### config.mk
export PLATFORM = sky130hd
export DESIGN_NAME = vga_textbuf_arbiter
export DESIGN_NICKNAME = d
export VERILOG_FILES = /design/src/rtl/vga_textbuf_pkg.sv /design/src/rtl/vga_textbuf_clr_fsm.sv /design/src/rtl/vga_textbuf_arbiter.sv
export SDC_FILE = /design/constraint.sdc
export NUM_CORES = 1
export LEC_CHECK = 0
export CORE_MARGIN = 4
export CORE_UTILIZATION = 44
export CTS_CLUSTER_DIAMETER = 40
export DETAILED_ROUTE_END_ITERATION = 10
export GPL_TIMING_DRIVEN = 0
export PLACE_DENSITY = 0.8
export RECOVER_POWER = 50
export SYNTH_ARGS = -nofsm -noshare
export SYNTH_HDL_FRONTEND = slang
export SYNTH_HIERARCHICAL = 1
export SYNTH_SLANG_ARGS = --single-unit
### constraint.sdc
create_clock -name CLK -period 2.78 [get_ports CLK]
set_clock_uncertainty 0.15 [all_clocks]
set_input_delay 0.556 -clock CLK [delete_from_list [all_inputs] [get_ports CLK]]
set_output_delay 0.556 -clock CLK [all_outputs]
set_load 0.01 [all_outputs]
### src/rtl/vga_textbuf_pkg.sv
// Shared constants and types for the VGA text-buffer RAM arbiter.
// The cursor-addressed CPU port is enabled with TEXTBUF_CURSOR_EN.
package vga_textbuf_pkg;

  localparam int DEF_COLS = 80;
  localparam int DEF_ROWS = 30;
  localparam int CELLS    = DEF_COLS * DEF_ROWS;
  localparam int DEF_AW   = 12;
  localparam int DEF_DW   = 8;
  localparam logic [7:0] BLANK_CHAR_DEF = 8'h20;

  typedef enum logic [0:0] {
    IDLE  = 1'b0,
    CLEAR = 1'b1
  } clr_state_e;

  typedef enum logic [1:0] {
    G_NONE = 2'd0,
    G_DISP = 2'd1,
    G_CLR  = 2'd2,
    G_CPU  = 2'd3
  } grant_e;

  // Fixed priority: display, then clear engine, then CPU.
  function automatic grant_e pick_grant(input logic disp, input logic clr,
                                        input logic cpu);
    grant_e g;
    g = G_NONE;
    if (disp)     g = G_DISP;
    else if (clr) g = G_CLR;
    else if (cpu) g = G_CPU;
    return g;
  endfunction

endpackage

### src/rtl/vga_textbuf_clr_fsm.sv
// Full-screen clear engine: walks the cell counter once per granted cycle.
// State is exported on 'state' for observation.
module vga_textbuf_clr_fsm
  import vga_textbuf_pkg::*;
#(
  parameter int AW     = DEF_AW,
  parameter int NCELLS = CELLS
) (
  input  logic          clk,
  input  logic          rst,
  input  logic          start,
  input  logic          grant,
  output logic          busy,
  output logic          done,
  output logic          wrap,
  output logic [AW-1:0] addr,
  output clr_state_e    state
);

  localparam logic [0:0] S_IDLE  = IDLE;
  localparam logic [0:0] S_CLEAR = CLEAR;

  logic [0:0]    st;
  logic [AW-1:0] cnt;

  assign busy  = (st == S_CLEAR);
  assign addr  = cnt;
  assign state = clr_state_e'(st);
  // Last cell is being issued this cycle; the FSM leaves CLEAR at this edge.
  assign wrap  = busy && grant && (cnt == AW'(NCELLS - 1));

  always_ff @(posedge clk) begin
    if (rst) begin
      st   <= S_IDLE;
      cnt  <= '0;
      done <= 1'b0;
    end else begin
      done <= wrap;
      case (st)
        S_IDLE: begin
          if (start) begin
            st  <= S_CLEAR;
            cnt <= '0;
          end
        end
        S_CLEAR: begin
          if (wrap) begin
            st  <= S_IDLE;
            cnt <= '0;
          end else if (grant) begin
            cnt <= cnt + 1'b1;
          end
        end
      endcase
    end
  end

endmodule

### src/rtl/vga_textbuf_arbiter.sv
// Single-port character RAM arbiter: display fetch > clear engine > CPU write.
// Define TEXTBUF_CURSOR_EN to address CPU writes from an internal cursor.
module vga_textbuf_arbiter
  import vga_textbuf_pkg::*;
#(
  parameter int             COLS       = DEF_COLS,
  parameter int             ROWS       = DEF_ROWS,
  parameter int             AW         = DEF_AW,
  parameter int             DW         = DEF_DW,
  parameter logic [DW-1:0]  BLANK_CHAR = BLANK_CHAR_DEF
) (
  input  logic          CLK,
  input  logic          RST_BTN,
  input  logic          disp_req,
  input  logic [AW-1:0] disp_addr,
  output logic [DW-1:0] disp_data,
  output logic          disp_valid,
  input  logic          cpu_valid,
  output logic          cpu_ready,
  input  logic [AW-1:0] cpu_addr,
  input  logic [DW-1:0] cpu_data,
  input  logic          clr_start,
  output logic          clr_busy,
  output logic          clr_done,
`ifdef TEXTBUF_CURSOR_EN
  output logic [AW-1:0] cursor_pos,
`endif
  output logic [AW-1:0] ram_addr,
  output logic          ram_we,
  output logic [DW-1:0] ram_wdata,
  input  logic [DW-1:0] ram_rdata
);

  localparam int NCELLS = COLS * ROWS;

  // Handshake: a CPU write transfers on any cycle where cpu_valid && cpu_ready.
  // cpu_ready is combinational and only depends on disp_req and clr_busy.
  grant_e        grant;
  clr_state_e    clr_state;
  logic [AW-1:0] clr_addr;
  logic          clr_wrap;
  logic [AW-1:0] wr_addr;
  logic          wr_ok;
  logic          disp_p1;

  always_comb begin
    grant = pick_grant(disp_req, clr_state == CLEAR, cpu_valid);
  end

  assign cpu_ready = !disp_req && !clr_busy;
  assign disp_data = ram_rdata;
  // Out-of-range CPU writes still complete the handshake but never reach the RAM.
  assign wr_ok     = (wr_addr < AW'(NCELLS));

  vga_textbuf_clr_fsm #(
    .AW     (AW),
    .NCELLS (NCELLS)
  ) u_clr (
    .clk   (CLK),
    .rst   (RST_BTN),
    .start (clr_start),
    .grant (grant == G_CLR),
    .busy  (clr_busy),
    .done  (clr_done),
    .wrap  (clr_wrap),
    .addr  (clr_addr),
    .state (clr_state)
  );

`ifdef TEXTBUF_CURSOR_EN
  logic [AW-1:0] cursor;
  logic          unused_cpu_addr;

  assign unused_cpu_addr = ^cpu_addr;
  assign wr_addr         = cursor;
  assign cursor_pos      = cursor;

  // Cursor returns home at the edge that issues the last clear write.
  always_ff @(posedge CLK) begin
    if (RST_BTN || clr_wrap) begin
      cursor <= '0;
    end else if (grant == G_CPU) begin
      cursor <= (cursor == AW'(NCELLS - 1)) ? '0 : cursor + 1'b1;
    end
  end
`else
  logic unused_clr_wrap;

  assign unused_clr_wrap = clr_wrap;
  assign wr_addr         = cpu_addr;
`endif

  always_ff @(posedge CLK) begin
    if (RST_BTN) begin
      ram_addr   <= '0;
      ram_we     <= 1'b0;
      ram_wdata  <= '0;
      disp_p1    <= 1'b0;
      disp_valid <= 1'b0;
    end else begin
      // RAM sees the address one cycle after disp_req and returns data one later.
      disp_p1    <= disp_req;
      disp_valid <= disp_p1;
      case (grant)
        G_DISP: begin
          ram_addr <= disp_addr;
          ram_we   <= 1'b0;
        end
        G_CLR: begin
          ram_addr  <= clr_addr;
          ram_we    <= 1'b1;
          ram_wdata <= BLANK_CHAR;
        end
        G_CPU: begin
          ram_addr  <= wr_addr;
          ram_we    <= wr_ok;
          ram_wdata <= cpu_data;
        end
        default: begin
          ram_we <= 1'b0;
        end
      endcase
    end
  end

endmodule

=== Yosys cells after proc, flatten, opt, wreduce, memory -nomap -nowiden ===
Index checks and enable logic that the tools add are counted.

* Logic and storage cells: 38
* Register bits after elaboration: 37
* Output and inout port bits: 33
* Bits of input ports: 45

* Eq/ne operators: 6
* Reduce and logical (&&, ||, !) cells: 8
* Multiplexer cells: 13
* Add/sub/neg operators: 1
* Bitwise operators: 1
* $lt $le $gt $ge: 1

{| class="wikitable"
|+ Operators with widths
! operator !! count
|-
| 12-bit 2-to-1 mux || 3
|-
| 12-bit case mux with 3 select lines || 1
|-
| 12-bit case mux with 2 select lines || 1
|-
| 8-bit case mux with 2 select lines || 1
|-
| 12-bit by 1-bit adder with 12-bit output (second input constant) || 1
|-
| 12-bit equality test (second input constant) || 1
|-
| 12-bit less-than comparator (second input constant) || 1
|-
| 2-bit 2-to-1 mux || 3
|-
| 2-bit equality test (second input constant) || 2
|-
| 1-bit case mux with 2 select lines || 2
|-
| 1-bit logical AND || 3
|-
| 3-bit by 2-bit != test with 1-bit output (second input constant) || 1
|-
| 3-bit nonzero test || 1
|-
| 2-bit by 1-bit equality test with 1-bit output (second input constant) || 1
|-
| 1-bit logical NOT || 2
|-
| 1-bit 2-to-1 mux || 2
|-
| 2-bit != test (second input constant) || 1
|-
| 2-bit AND reduction || 1
|-
| 2-bit nonzero test || 1
|-
| 1-bit inverter || 1
|}

=== Depth between registers and ports, before layout ===
* Depth in word-level cells: 8
* Gate-level depth with buffers: 9
* Gate-level depth less buffers: 5

=== Cells and area by module ===
The synthesis kept the hierarchy.

{| class="wikitable"
|+ By module, submodules not included
! module !! cells an instance !! sequential area each (sq um) !! instances !! area each (sq um)
|-
| vga_textbuf_arbiter || 143 || 460.4 || 1 || 1302.5
|-
| vga_textbuf_clr_fsm || 72 || 280.3 || 1 || 725.7
|}

=== Worst setup path after synthesis ===
Ideal clock, no wire load.

* Path type: reg-to-reg
* Start: register u_clr.st, in the netlist u_clr/busy
* End: register u_clr.cnt[2], in the netlist u_clr/addr[2]
* Stages on the path, launching flop included: 10
* Path buffers: 4
* Period minus slack after synthesis: 2.084 ns
* Library setup time: 0.133 ns
* Data required time: 2.497 ns
* Setup slack: 0.696 ns
* Arrival time: 1.801 ns
* Path through: dfxtp_1 -> buf_4 -> buf_6 -> buf_6 -> nor2b_1 -> and4_2 -> nand4_1 -> a21oi_1 -> buf_4 -> nor3_1

* Longest elaborated chain between the ends: 7
* Elaborated cells on any way between the ends: 11
* Classes of those cells: eq/ne: 3; mux: 4; bitwise: 1; reduce/logical: 3

{| class="wikitable"
|+ RTL lines
! item !! line !! source
|-
| from (decl) || vga_textbuf_clr_fsm.sv:23 || <nowiki>logic [0:0] st;</nowiki>
|-
| from (signal assigned) || vga_textbuf_clr_fsm.sv:34 || <nowiki>st <= S_IDLE;</nowiki>
|-
| from (signal assigned) || vga_textbuf_clr_fsm.sv:42 || <nowiki>st <= S_CLEAR;</nowiki>
|-
| from (signal assigned) || vga_textbuf_clr_fsm.sv:48 || <nowiki>st <= S_IDLE;</nowiki>
|-
| 2-bit 2-to-1 mux || vga_textbuf_pkg.sv:30 || <nowiki>else if (clr) g = G_CLR;</nowiki>
|-
| 2-bit 2-to-1 mux || vga_textbuf_pkg.sv:29 || <nowiki>if (disp) g = G_DISP;</nowiki>
|-
| 2-bit equality test || vga_textbuf_arbiter.sv:62 || <nowiki>.grant (grant == G_CLR),</nowiki>
|-
| 1-bit logical AND (2 in series) || vga_textbuf_clr_fsm.sv:30 || <nowiki>assign wrap = busy && grant && (cnt == AW'(NCELLS - 1));</nowiki>
|-
| 12-bit 2-to-1 mux or 3-bit by 2-bit != test with 1-bit output (tied branches) || -- ||
|-
| 12-bit case mux with 2 select lines or 2-bit AND reduction (tied branches) || -- ||
|-
| to (signal assigned) || vga_textbuf_clr_fsm.sv:51 || <nowiki>cnt <= cnt + 1'b1;</nowiki>
|-
| to (decl) || vga_textbuf_clr_fsm.sv:24 || <nowiki>logic [AW-1:0] cnt;</nowiki>
|}

Several ways; a longest one is shown, not always the timed one.
A chain may end at the register's enable or synchronous reset.

=== Worst setup path after layout ===
* Start: input disp_req
* End: output cpu_ready

* Longest elaborated chain between the ends: 2

{| class="wikitable"
|+ RTL lines
! item !! line !! source
|-
| from (decl) || vga_textbuf_arbiter.sv:14 || <nowiki>input logic disp_req,</nowiki>
|-
| 1-bit logical NOT || vga_textbuf_arbiter.sv:50 || <nowiki>assign cpu_ready = !disp_req && !clr_busy;</nowiki>
|-
| 1-bit logical AND || vga_textbuf_arbiter.sv:50 ||
|-
| to (decl) || vga_textbuf_arbiter.sv:19 || <nowiki>output logic cpu_ready,</nowiki>
|}

Every way passes these cells.

==> key figures <==
Worst setup path
  • Worst path required time: slightly above 2 ns
  • Cells along the critical path: clkdlybuf4s50_1 -> buf_2 -> nor2_1 -> clkdlybuf4s50_1
  • Crit-path max FO: 10
  • Worst path most repeated cell: clkdlybuf4s50_1
  • CP Buf/Inv Count: 3
  • Slowest CP cell: clkdlybuf4s50_1
  • Arr. time, crit path: 1.97 ns
  • Kind of critical path: input port to output pin
  • Delay-heaviest family, CP: buffers and inverters
  • Startpoint types: input port
  • Max stage delay on crit path: roughly 0.56 ns
  • Crit end category: output pin

CTS
  • Clock Pin Slew Worst Setup and Hold Paths: approximately 0.070 ns
  • Clock root cell: clkbuf_8
  • Cts bufs inserted: 5
  • CTS tree: done
  • Setup Fix Bufs, Post-CTS: 0
  • Worst-Skew Late Latency: 0.29 ns
  • # resized after CTS: 0
  • Clock sink total: 37
  • Hold_buf cts: 0
  • CTS H-tree lvls: 2
  • Clk buf depth: 2

Routing
  • Post-route ant nets: 0
  • Remaining routing DRC violations: 0
  • TritonRoute pass-1 iters: 4
  • Drt total wl: 4880 um
  • Iter 0 DRT Violations: between 60 and 70
  • Via count: between 1,500 and 2,000
  • Via density: approximately 5.2
  • Wire per inst: roughly 14 um

Power
  • P_sw: approximately 320 uW
  • Leak Pwr: roughly 0.0012 uW
  • Pwr Total: approximately 1300 uW
  • Sw Share: approximately 25%
  • Combinational fraction of design power: between 20% and 30%
  • Pwr/cell area: about 460 mW/mm^2
  • Clock network fraction of total power: between 30% and 40%
  • Pint: roughly 1000 uW
  • VDD IR max: approximately 0.00026 V
  • Flop pwr share: 43.1%

Placement
  • GP Congestion: ~0.80
  • I/O Buffers: 69
  • DP Wirelength: 3760 um
  • Post-Place Cell Area: around 0.0028 mm^2

Timing
  • Max Clk Rate: 374 MHz
  • Final Hold Viols: 0
  • Max-slew violations: 0
  • Hold slack final: about 0.3 ns
  • Crit path time final: roughly 2.7 ns
  • Post-route setup TNS: 0 ns
  • Final setup fails: 0
  • RSZ-0062 raised after global routing: false
  • Fin crit share: between 90% and 100%
  • Worst-Margin Slew: 0.625 ns
  • Max-slew headroom: 58.2%

Layout
  • Post-route cell area: about 0.0029 mm^2
  • Fillers: roughly 380
  • Share of post-route cells with drive strength above 1: 17.9%
  • Commonest non-fill, non-tap cell in the layout: clkdlybuf4s50_1
  • Net count, final: between 300 and 400
  • Most frequent cells in the layout: 43 x clkdlybuf4s50_1, 37 x dfxtp_1, 26 x dlygate4sd3_1
  • Ant diodes: 0
  • Area Growth Syn to Fin: 42.8%

Logic synthesis
  • Synth Instances: between 200 and 250
  • Mean post-synth cell area: around 9.5 um^2
  • Ys Warns: 6
  • Cell Area, Synth: a little over 0.002 mm^2
  • Syn nets: 260

Floorplan
  • Die height: around 76 um
  • Starting density of the core: between 40% and 50%
  • Die Wd: between 70 and 80 um
  • Row cnt: 24
  • Core area: roughly 0.0044 mm^2
  • # IOs: approximately 80
  • DIE AREA: between 0.005 and 0.006 mm^2

Global route
  • Vias in the first global route: about 1,700
  • Grt ovf: 0
  • Total track usage: between 10% and 20%
  • Initial antenna violation count: 0
  • First-pass GRT wire length: ~7700 um
  • Largest net degree at the start of global routing: 12

Min path
  • Hold WC Path Type: flop to flop

Outcome
  • Status: completed

Flow run
  • Max-Cap Viols: 0
## flip-flops by register name, indices dropped and copies added (netlist names)
name,cells
disp_valid,1
u_clr/busy,1
ram_we,1
u_clr/done,1
u_clr/addr,12
ram_addr,12
disp_p1,1
ram_wdata,8
## metrics by stage
| stage | setup WS (ns) | util (%) | cells |
|---|---|---|---|
| 3_5_place_dp | 0.0465 | 63.0 | 335 |
| 2_1_floorplan | 0.724 | - | 214 |
| 5_1_grt | 0.0269 | 65.5 | 343 |
| 4_1_cts | 0.117 | 65.6 | 343 |
| 6_report | 0.107 | 65.5 | 343 |
| 3_3_place_gp | 0.0867 | 63.0 | 335 |
## metal layers
metal	global-route usage, %	wire, um	up-vias
met4	5.83	74	0
met5	0	0	-
met1	23.0	2170	835
li1	-	-	898
met2	28.5	2280	56
met3	3.69	359	9
## final cells by class
| class | instances | area [um^2] | share of cell area [%] |
|---|---|---|---|
| Timing Repair Buffer | 69 | 691 | 23.9 |
| Clock buffer | 7 | 86.3 | 2.99 |
| Buffer | 22 | 156 | 5.41 |
| Tap cell | 52 | 65.1 | 2.25 |
| Sequential cell | 37 | 741 | 25.6 |
| Clock inverter | 1 | 30.0 | 1.04 |
| Multi-Input combinational cell | 140 | 1060 | 36.8 |
| Inverter | 15 | 56.3 | 1.95 |
## path summary, 6_finish.rpt
kind                          from                          to  slack, ns  cells after the start
max                       disp_req                   cpu_ready       0.11                      4
min             disp_p1$_SDFF_PP0_       disp_valid$_SDFF_PP0_       0.29                      1
max reg2reg  u_clr/busy$_SDFF_PP0_  u_clr/addr[8]$_SDFFE_PP0P_       0.41                      9
min reg2reg     disp_p1$_SDFF_PP0_       disp_valid$_SDFF_PP0_       0.29                      1
## power by group through the flow
stage / Sequential, uW / Combinational [uW] / Clock [uW]
global placement: 581 / 274 / 0
CTS: 569 / 278 / 500
detailed placement: 582 / 277 / 0
floorplan: 591 / 131 / 0
global route: 572 / 291 / 515
finish: 569 / 266 / 486
Note: power is estimated with default switching activity, not from simulation.
